File: src/rtl/pmod_input_pkg.sv
// Shared constants and types for the button/switch input scanner.
package pmod_input_pkg;
    localparam int N_BTN = 4;
    localparam int N_SW  = 4;
    localparam int N_CH  = N_BTN + N_SW;

    typedef enum logic [1:0] {IDLE, DELAY, REPEAT} rep_state_t;
endpackage

File: src/rtl/debounce_ch.sv
// One input channel: 2-flop synchronizer, tick-sampled debounce, registered edge pulses.
module debounce_ch #(
    parameter int DEB_N = 4
) (
    input  logic clk_i,
    input  logic rst_i,
    input  logic tick,
    input  logic raw,
    output logic level,
    output logic rise,
    output logic fall,
    output logic rise_nxt,
    output logic fall_nxt
);
    localparam int CW = $clog2(DEB_N + 1);
    localparam logic [CW-1:0] CNT_LAST = CW'(DEB_N - 1);

    logic          s1, s2;
    logic [CW-1:0] cnt;
    logic          accept;

    always_ff @(posedge clk_i or posedge rst_i) begin
        if (rst_i) begin
            s1 <= 1'b0;
            s2 <= 1'b0;
        end else begin
            s1 <= raw;
            s2 <= s1;
        end
    end

    // rise_nxt/fall_nxt let the repeat FSM act on the same edge that flips level
    assign accept   = tick && (s2 != level) && (cnt == CNT_LAST);
    assign rise_nxt = accept && s2;
    assign fall_nxt = accept && !s2;

    always_ff @(posedge clk_i or posedge rst_i) begin
        if (rst_i) begin
            level <= 1'b0;
            cnt   <= '0;
            rise  <= 1'b0;
            fall  <= 1'b0;
        end else begin
            rise <= rise_nxt;
            fall <= fall_nxt;
            if (tick) begin
                if (s2 == level) begin
                    cnt <= '0;
                end else if (cnt == CNT_LAST) begin
                    level <= s2;
                    cnt   <= '0;
                end else begin
                    cnt <= cnt + 1'b1;
                end
            end
        end
    end
endmodule

File: src/rtl/pmod_input_scan.sv
// Button/switch front end: sample-tick divider, 8 debounce channels, per-button auto-repeat.
module pmod_input_scan import pmod_input_pkg::*; #(
    parameter int TICK_W    = 16,
    parameter int DEB_N     = 4,
    parameter int REP_DELAY = 32,
    parameter int REP_RATE  = 8
) (
    input  logic             clk_i,
    input  logic             rst_i,
    input  logic [N_BTN-1:0] buttons_i,
    input  logic [N_SW-1:0]  switches_i,
    output logic [N_BTN-1:0] btn_level_o,
    output logic [N_BTN-1:0] btn_press_o,
    output logic [N_BTN-1:0] btn_release_o,
    output logic [N_BTN-1:0] btn_repeat_o,
    output logic [N_SW-1:0]  sw_level_o,
    output logic [N_SW-1:0]  sw_change_o,
    output logic             tick_o
);
    localparam int RMAX = (REP_DELAY > REP_RATE) ? REP_DELAY : REP_RATE;
    localparam int RW   = $clog2(RMAX + 1);
    localparam logic [RW-1:0] DLY_LAST  = RW'(REP_DELAY - 1);
    localparam logic [RW-1:0] RATE_LAST = RW'(REP_RATE - 1);

    logic [TICK_W-1:0] div;
    logic              tick;
    logic [N_CH-1:0]   raw, level, rise, fall, rise_nxt, fall_nxt;
    logic              unused_sw_nxt;

    always_ff @(posedge clk_i or posedge rst_i) begin
        if (rst_i) div <= '0;
        else       div <= div + 1'b1;
    end

    assign tick   = &div;
    assign tick_o = tick;
    assign raw    = {switches_i, buttons_i};

    for (genvar g = 0; g < N_CH; g++) begin : g_ch
        debounce_ch #(.DEB_N(DEB_N)) u_ch (
            .clk_i    (clk_i),
            .rst_i    (rst_i),
            .tick     (tick),
            .raw      (raw[g]),
            .level    (level[g]),
            .rise     (rise[g]),
            .fall     (fall[g]),
            .rise_nxt (rise_nxt[g]),
            .fall_nxt (fall_nxt[g])
        );
    end

    assign btn_level_o   = level[N_BTN-1:0];
    assign btn_press_o   = rise[N_BTN-1:0];
    assign btn_release_o = fall[N_BTN-1:0];
    assign sw_level_o    = level[N_CH-1:N_BTN];
    assign sw_change_o   = rise[N_CH-1:N_BTN] | fall[N_CH-1:N_BTN];
    assign unused_sw_nxt = ^{rise_nxt[N_CH-1:N_BTN], fall_nxt[N_CH-1:N_BTN]};

    for (genvar b = 0; b < N_BTN; b++) begin : g_rep
        rep_state_t    state, state_n;
        logic [RW-1:0] cnt, cnt_n;
        logic          rep, rep_n;

        always_comb begin
            state_n = state;
            cnt_n   = cnt;
            rep_n   = 1'b0;
            case (state)
                IDLE: if (rise_nxt[b]) begin
                    state_n = DELAY;
                    cnt_n   = '0;
                    rep_n   = 1'b1;
                end
                DELAY: if (tick) begin
                    if (cnt == DLY_LAST) begin
                        state_n = REPEAT;
                        cnt_n   = '0;
                        rep_n   = 1'b1;
                    end else begin
                        cnt_n = cnt + 1'b1;
                    end
                end
                REPEAT: if (tick) begin
                    if (cnt == RATE_LAST) begin
                        cnt_n = '0;
                        rep_n = 1'b1;
                    end else begin
                        cnt_n = cnt + 1'b1;
                    end
                end
                default: begin
                    state_n = IDLE;
                    cnt_n   = '0;
                end
            endcase
            // a release on the expiry tick suppresses that repeat
            if (fall_nxt[b]) begin
                state_n = IDLE;
                cnt_n   = '0;
                rep_n   = 1'b0;
            end
        end

        always_ff @(posedge clk_i or posedge rst_i) begin
            if (rst_i) begin
                state <= IDLE;
                cnt   <= '0;
                rep   <= 1'b0;
            end else begin
                state <= state_n;
                cnt   <= cnt_n;
                rep   <= rep_n;
            end
        end

        assign btn_repeat_o[b] = rep;
    end
endmodule

File: config.mk
export PLATFORM = sky130hd
export DESIGN_NAME = pmod_input_scan
export DESIGN_NICKNAME = d
export VERILOG_FILES = /design/src/rtl/pmod_input_pkg.sv /design/src/rtl/debounce_ch.sv /design/src/rtl/pmod_input_scan.sv
export SDC_FILE = /design/constraint.sdc
export NUM_CORES = 1
export LEC_CHECK = 0
export CORE_UTILIZATION = 40
export DETAILED_ROUTE_END_ITERATION = 10
export GPL_ROUTABILITY_DRIVEN = 0
export PLACE_DENSITY_LB_ADDON = 0.15
export SLEW_MARGIN = 30
export SYNTH_ARGS = -nofsm -noshare
export SYNTH_HDL_FRONTEND = slang
export SYNTH_SLANG_ARGS = --single-unit
File: constraint.sdc
create_clock -name clk_i -period 3.8 [get_ports clk_i]
set_input_delay 0.38 -clock clk_i [delete_from_list [all_inputs] [get_ports clk_i]]
set_output_delay 0.38 -clock clk_i [all_outputs]
set_load 0.03 [all_outputs]
==> impl_metrics.csv, run 1 <==
group,metric,value,unit
run_status,run_status,"complete, no violations",
floorplan,fp.dieH,122.2,microns
logic_synthesis,synth.net_count,605,
power,leakage,0.003122,uW
timing,slew_headroom,53.12,%
global_routing,total_overflow_reported_by_the_global_router,0,
floorplan,area_enclosed_by_the_die_boundary,14940,sq um
clock_network,cts_tree,"yes",
critical_path,crit_family,"buffers and inverters",
cells_and_area,finalInstanceArea,6800,sq um
floorplan,num_rows,43,
logic_synthesis,post_synth_instance_area,5782,sq um
clock_network,postCtsSetupRepairBufs,0,
power,power,2934,uW
timing,timing_worst_slew_pin_value,0.6855,ns
global_routing,grt_antenna_before_repair,0,
global_routing,grt_pass1_vias,4024,
timing,finalSetupViolCount,0,
cells_and_area,syn_to_final_growth,17.62,%
cells_and_area,antenna_cells_inserted,0,
floorplan,start_util,41.33,%
logic_synthesis,synth.largest_area_cell,"sky130_fd_sc_hd__dfrtp_1",
critical_path,reg2reg_depth,9,
routing,dr.pass1.iters,4,
critical_path,cp_bufs_invs,2,
cells_and_area,final_core_utilization,48.61,%
critical_path,critical_path_depth,5,
critical_path,crit_path_start_kind,"flip-flop",
cells_and_area,most-common-layout-cells,"sky130_fd_sc_hd__dfrtp_1, sky130_fd_sc_hd__nand2_1, sky130_fd_sc_hd__nor2_1, sky130_fd_sc_hd__clkdlybuf4s50_1, sky130_fd_sc_hd__ha_1",
global_routing,grt_util_met2,26.16,%
clock_network,cts_root_buffer,"sky130_fd_sc_hd__clkbuf_16",
power,internal-power,2358,uW
power,power.share.clock,55.7,%
global_routing,grt_first_pass_wirelength,18650,microns
logic_synthesis,synth.distinct_cells,60,
critical_path,crit_end,"tick_o",
placed_design,dp.final_hpwl,7547,microns
logic_synthesis,flops_latches_synth,116,
timing,final.setup.tns,0,ns
logic_synthesis,synthCells,562,
clock_network,clock_tree.buffer_depth,2,
cells_and_area,nets,632,
global_routing,grt_max_degree,62,
critical_path,timing.reg2reg.setup_slack,1.03,ns
critical_path,cp_max_fo,16,
critical_path,cell_breakdown_of_the_critical_path,"ha_1 -> nand4_2 -> or4_4 -> inv_2 -> clkdlybuf4s50_1",
critical_path,timing.critical_path.to_type,"primary output",
power,combinationalPowerShare,1.6,%
logic_synthesis,synthArstFlopShare,100.0,%
power,vdd_ir_drop_max,0.2723,mV
clock_network,cts-resized-gates,0,
floorplan,die_w,122.2,microns
power,total_switching_power,576.0,uW
cells_and_area,layout_commonest_cell,"sky130_fd_sc_hd__dfrtp_1",
placed_design,postPlaceCellArea,6186,sq um
critical_path,r2r-start,"div[0]$_DFF_PP0_",
critical_path,regToRegEndpoint,"g_rep[2].cnt[5]$_DFFE_PP0P_",
clock_network,clkTransAtPathRegs,0.05,ns
critical_path,worstPathArrival,2.73,ns
timing,final_period_minus_worst_setup_slack,3.113,ns
global_routing,use_met1,20.37,%
routing,detail_route.vias_per_cell,5.092,
routing,route.vias.total,3982,
timing,finalHoldViolations,0,
logic_synthesis,synth-warning-count,0,
clock_network,cts_hold_buf,0,
routing,drcViolationCount,0,
routing,postRouteAntennaNets,0,
placed_design,buffer_ports.inserted,34,
critical_path,setup.worst_path.start,"div[0]$_DFF_PP0_",
clock_network,numCtsBuffers,17,
timing,fin_skew,0.005166,ns
logic_synthesis,post_synth.cell_area_avg,10.29,sq um
floorplan,fp.coreArea,13990,sq um
logic_synthesis,ys_dominant_reg_cell,"sky130_fd_sc_hd__dfrtp_1",
power,power.sequential.fraction,42.7,%
floorplan,boundaryPins,35,
logic_synthesis,post_synth_main_area_contributors,"sky130_fd_sc_hd__dfrtp_1, sky130_fd_sc_hd__ha_1, sky130_fd_sc_hd__nand2_1",
clock_network,clk_latency,0.41,ns
logic_synthesis,post-synth-top-area-fraction,50.21,%
cells_and_area,fillerInstances,1303,
timing,final.hold.worst_slack,0.3453,ns
critical_path,crit_path_top_delay_cell,"sky130_fd_sc_hd__clkdlybuf4s50_1",
timing,part_of_the_cycle_the_worst_path_needs,81.91,%
cells_and_area,drive_above_1_share,9.967,%
run,max_capacitance_violation_total,0,
critical_path,worst-endpoint-required,3.42,ns
logic_synthesis,post_synth_edffs,0,
global_routing,grt_util_all_layers,16.25,%
timing,unrepaired_setup_endpoints_after_global_routing,"no",
timing,slew_viol_final,0,
clock_network,htree_num_levels,4,
hold_path,worst_hold_path_type,"reg -> reg",
routing,route.final.wire_length,10770,microns
timing,fmax,321.3,MHz
logic_synthesis,seq_area_frac_synth,50.21,%
critical_path,crit_type,"reg -> out",
power,p_per_area,431.5,nW/um^2
routing,detailedRoute.firstIterationViolations,221,
routing,drt-wirelength-per-cell,13.77,microns
global_routing,globalRoute.busiestLayer,"met2",
critical_path,cpPeakStageDelay,0.73,ns
power,netSwitchingFraction,19.63,%
global_routing,met3_usage,5.344,%
clock_network,clkSinkCount,116,
## worst min-delay path by stage
stage                         startpoint  cells past startpoint  slack (ns)                        end
3_5_place_dp   g_ch[3].u_ch.s1$_DFF_PP0_                      0        0.33  g_ch[3].u_ch.s2$_DFF_PP0_
5_1_grt        g_ch[3].u_ch.s1$_DFF_PP0_                      0        0.35  g_ch[3].u_ch.s2$_DFF_PP0_
4_1_cts        g_ch[7].u_ch.s1$_DFF_PP0_                      0        0.35  g_ch[7].u_ch.s2$_DFF_PP0_
6_report       g_ch[1].u_ch.s1$_DFF_PP0_                      0        0.35  g_ch[1].u_ch.s2$_DFF_PP0_
2_1_floorplan  g_ch[0].u_ch.s1$_DFF_PP0_                      0        0.33  g_ch[0].u_ch.s2$_DFF_PP0_
3_3_place_gp   g_ch[7].u_ch.s1$_DFF_PP0_                      0        0.33  g_ch[7].u_ch.s2$_DFF_PP0_
## synthesized netlist by cell type, types with 2 or more instances
master                      count
sky130_fd_sc_hd__a22o_1         2
sky130_fd_sc_hd__nand3_1       30
sky130_fd_sc_hd__o22ai_1        2
sky130_fd_sc_hd__a21oi_1       11
sky130_fd_sc_hd__and4_1         2
sky130_fd_sc_hd__clkbuf_1       5
sky130_fd_sc_hd__nand2b_1       5
sky130_fd_sc_hd__dfrtp_1      116
sky130_fd_sc_hd__nand3b_1       5
sky130_fd_sc_hd__o31ai_1       10
sky130_fd_sc_hd__o21ai_1        2
sky130_fd_sc_hd__buf_2          3
sky130_fd_sc_hd__o21ai_0       28
sky130_fd_sc_hd__xnor2_1       18
sky130_fd_sc_hd__ha_1          33
sky130_fd_sc_hd__nor2_1        56
sky130_fd_sc_hd__nand2_1       57
sky130_fd_sc_hd__buf_6          2
sky130_fd_sc_hd__o21a_1         9
sky130_fd_sc_hd__o21bai_1       2
sky130_fd_sc_hd__or3_1          3
sky130_fd_sc_hd__a32oi_1        3
sky130_fd_sc_hd__or2_1          2
sky130_fd_sc_hd__and3b_1        3
sky130_fd_sc_hd__xor2_1         6
sky130_fd_sc_hd__and3_1         9
sky130_fd_sc_hd__nor3b_1        8
sky130_fd_sc_hd__mux2i_1        5
sky130_fd_sc_hd__nor4_1         9
sky130_fd_sc_hd__buf_4         20
sky130_fd_sc_hd__inv_1         20
sky130_fd_sc_hd__nand4_1        5
sky130_fd_sc_hd__o41ai_1        6
sky130_fd_sc_hd__nor2b_1       12
sky130_fd_sc_hd__mux2_2        10
sky130_fd_sc_hd__a21o_1         4
sky130_fd_sc_hd__or2_2          7
sky130_fd_sc_hd__a2bb2oi_1      3
sky130_fd_sc_hd__nor3_1         8
## routing by layer
metal	up-vias	wire length, microns
li1	1999	-
met3	9	318
met2	42	5262
met4	0	119
met5	-	0
met1	1932	5065
## power groups by stage
| stage | logic, uW | registers, uW | clock network, uW |
|---|---|---|---|
| after global placement | 49.3 | 1270 | 0 |
| after CTS | 50.1 | 1250 | 1670 |
| after detailed placement | 50.1 | 1270 | 0 |
| after global routing | 54.9 | 1250 | 1730 |
| after floorplan | 29.3 | 1270 | 0 |
| final | 47.1 | 1250 | 1630 |
## registers in the layout (all words and copies together), names as in the netlist
signal	flops
div	16
g_ch.u_ch.cnt	24
g_ch.u_ch.fall	8
g_ch.u_ch.level	8
g_ch.u_ch.rise	8
g_ch.u_ch.s1	8
g_ch.u_ch.s2	8
g_rep.cnt	24
g_rep.rep	4
g_rep.state	8
## worst register-to-register path, delay by kind of cell (launching register included)
family | cells | cell delay (ns)
AO/OA/AOI/OAI | 3 | 0.67
adder cells (fa/ha/maj) | 1 | 0.23
buffers and inverters | 2 | 0.55
flip-flops | 1 | 0.39
AND/OR/NAND/NOR | 3 | 0.82
## cell type report
cell class	count	area [sq um]	share of cell area, %
clock inverters	8	122.6	1.803
flip-flops and latches	116	2903	42.69
inverters	21	81.33	1.196
well taps	180	225.2	3.312
clock buffers	24	491.7	7.231
repair buffers	38	382.9	5.630
multi-input cells	395	2594	38.14
## stage by stage
| step | std cells | worst slack [ns] |
|---|---|---|
| floorplan | 562 | 0.3476 |
| global placement | 750 | 1.151 |
| detailed placement | 750 | 1.038 |
| CTS | 782 | 0.6603 |
| global route | 782 | 0.5610 |
| finish | 782 | 0.6872 |
## cells by family (layout without fill, tap and decap cells)
kind of cell,after synthesis,after routing,share of synthesized area [%]
DFF,116,116,50.21
xor gates and xnor gates,24,24,3.636
AOI/OAI and AO/OA,89,89,10.26
muxes,15,15,2.813
and+or+nand+nor,234,234,21.01
buffers and inverters,51,91,4.934
adders and majority gates,33,33,7.141
(Power assumes the default switching activity.)
==> inputs of run 2 (changes only) <==
clock period = 3.05 ns   (was 3.8 ns; I/O delays follow)
==> impl_metrics.csv, run 2 (synthesis gave the netlist of run 1 again) <==
group,metric,value,unit
clock_network,clock_tree.buffer_depth,2,
critical_path,worstPathArrival,2.56,ns
routing,dr.pass1.iters,4,
timing,slew_viol_final,0,
timing,fmax,349.5,MHz
routing,route.vias.total,4089,
power,vdd_ir_drop_max,0.4757,mV
routing,drcViolationCount,0,
clock_network,htree_num_levels,4,
cells_and_area,multi_input_comb_area,2594,sq um
placed_design,postPlaceCellArea,6215,sq um
floorplan,fp.coreArea,13990,sq um
routing,detailedRoute.firstIterationViolations,258,
clock_network,cts_root_buffer,"sky130_fd_sc_hd__clkbuf_16",
clock_network,numCtsBuffers,17,
timing,final.setup.tns,0,ns
clock_network,cts-resized-gates,0,
run_status,run_status,"complete, no violations",
cells_and_area,layout.area.seq,2903,sq um
cells_and_area,most-common-layout-cells,"sky130_fd_sc_hd__dfrtp_1, sky130_fd_sc_hd__nand2_1, sky130_fd_sc_hd__nor2_1, sky130_fd_sc_hd__clkdlybuf4s50_1, sky130_fd_sc_hd__ha_1",
floorplan,die_w,122.2,microns
timing,final_period_minus_worst_setup_slack,2.861,ns
cells_and_area,drive_above_1_share,10.76,%
global_routing,grt_pass1_vias,4051,
floorplan,area_enclosed_by_the_die_boundary,14940,sq um
power,p_per_area,548.5,nW/um^2
placed_design,buffer_ports.inserted,34,
cells_and_area,syn_to_final_growth,18.57,%
clock_network,clk_latency,0.42,ns
clock_network,postCtsSetupRepairBufs,0,
critical_path,worst-endpoint-required,2.74,ns
critical_path,crit_path_start_kind,"flip-flop",
floorplan,start_util,41.33,%
clock_network,clkTransAtPathRegs,0.06,ns
clock_network,clkSinkCount,116,
timing,timing_worst_slew_pin_value,0.7334,ns
cells_and_area,fillerInstances,1307,
timing,fin_skew,0.01264,ns
critical_path,timing.critical_path.to_type,"primary output",
timing,part_of_the_cycle_the_worst_path_needs,93.81,%
clock_network,cts_tree,"yes",
timing,finalHoldViolations,0,
floorplan,boundaryPins,35,
run,max_capacitance_violation_total,0,
cells_and_area,finalInstanceArea,6855,sq um
routing,drt-wirelength-per-cell,14.02,microns
critical_path,crit_type,"reg -> out",
placed_design,dp.final_hpwl,7463,microns
clock_network,cts_hold_buf,0,
floorplan,num_rows,43,
routing,detail_route.vias_per_cell,5.216,
timing,finalSetupViolCount,0,
floorplan,fp.dieH,122.2,microns
global_routing,grt_antenna_before_repair,0,
critical_path,timing.reg2reg.setup_slack,0.42,ns
cells_and_area,layout_commonest_cell,"sky130_fd_sc_hd__dfrtp_1",
timing,slew_headroom,49.84,%
global_routing,grt_first_pass_wirelength,18890,microns
routing,route.final.wire_length,10990,microns
global_routing,grt_max_degree,117,
timing,final.hold.worst_slack,0.3239,ns
timing,unrepaired_setup_endpoints_after_global_routing,"no",
critical_path,cp_max_fo,5,
cells_and_area,top_regs,"g_ch.u_ch.cnt (24), g_rep.cnt (24), div (16)",
global_routing,grt_util_all_layers,16.41,%
hold_path,worst_hold_path_type,"in -> reg",
cells_and_area,nets,634,
power,power,3760,uW
global_routing,total_overflow_reported_by_the_global_router,0,
routing,postRouteAntennaNets,0,
cells_and_area,antenna_cells_inserted,0,
power,leakage,0.003149,uW
==> run 2: path summary, 6_finish.rpt <==
path                                            from                           to  cells after the start
max                                 div[0]$_DFF_PP0_                       tick_o                      5
min                                    switches_i[3]    g_ch[7].u_ch.s1$_DFF_PP0_                      1
max reg2reg                         div[0]$_DFF_PP0_  g_rep[0].cnt[3]$_DFFE_PP0P_                      9
min reg2reg                g_ch[7].u_ch.s1$_DFF_PP0_    g_ch[7].u_ch.s2$_DFF_PP0_                      0
max in group asynchronous                      rst_i  g_ch[1].u_ch.rise$_DFF_PP0_                      3
min in group asynchronous                      rst_i             div[7]$_DFF_PP0_                      3
==> run 2: where the power goes <==
part / switching [uW] / leakage (uW) / internal (uW) / total (uW)
Clock: 745 / 0.000307 / 1400 / 2140
Combinational: 39.5 / 0.00127 / 20.2 / 59.6
Sequential: 8.46 / 0.00157 / 1550 / 1560
Total: 793 / 0.00315 / 2970 / 3760
==> run 2: stage by stage <==
step / worst slack [ns] / instances / utilization (%)
finish: 0.1887 / 784 / 49.01
global route: 0.1050 / 784 / 49.01
CTS: 0.1576 / 784 / 49.01
detailed placement: 0.4785 / 752 / 44.43
global placement: 0.5959 / 752 / 44.43
floorplan: 0.6788 / 562 / -
==> run 2: final cells by class <==
type / instances / share of cell area, %
clock buffer: 18 / 6.406
multi-input combinational: 395 / 37.84
sequential: 116 / 42.34
inverter: 21 / 1.205
timing repair buffer: 40 / 5.987
tap: 180 / 3.285
clock inverter: 14 / 2.938
==> run 2: routing by layer <==
metal | track usage [%] | up-vias | share of wire [%]
li1 | - | 2011 | -
met1 | 20.20 | 2015 | 47
met2 | 26.65 | 50 | 48
met3 | 5.437 | 13 | 2.9
met4 | 6.174 | 0 | 1.5
met5 | 0 | - | 0
==> run 2: critical path, stage by stage (launching register included) <==
cell	delay, ns
sky130_fd_sc_hd__dfrtp_1	0.38
sky130_fd_sc_hd__ha_1	0.24
sky130_fd_sc_hd__nand4_2	0.15
sky130_fd_sc_hd__or4_4	0.56
sky130_fd_sc_hd__inv_2	0.13
sky130_fd_sc_hd__clkdlybuf4s50_1	0.68
==> inputs of run 3 (changes only) <==
CAP_MARGIN = 20   (was not set)
==> results of run 3 <==
The final DEF is identical to that of run 2; final timing and power are the same.
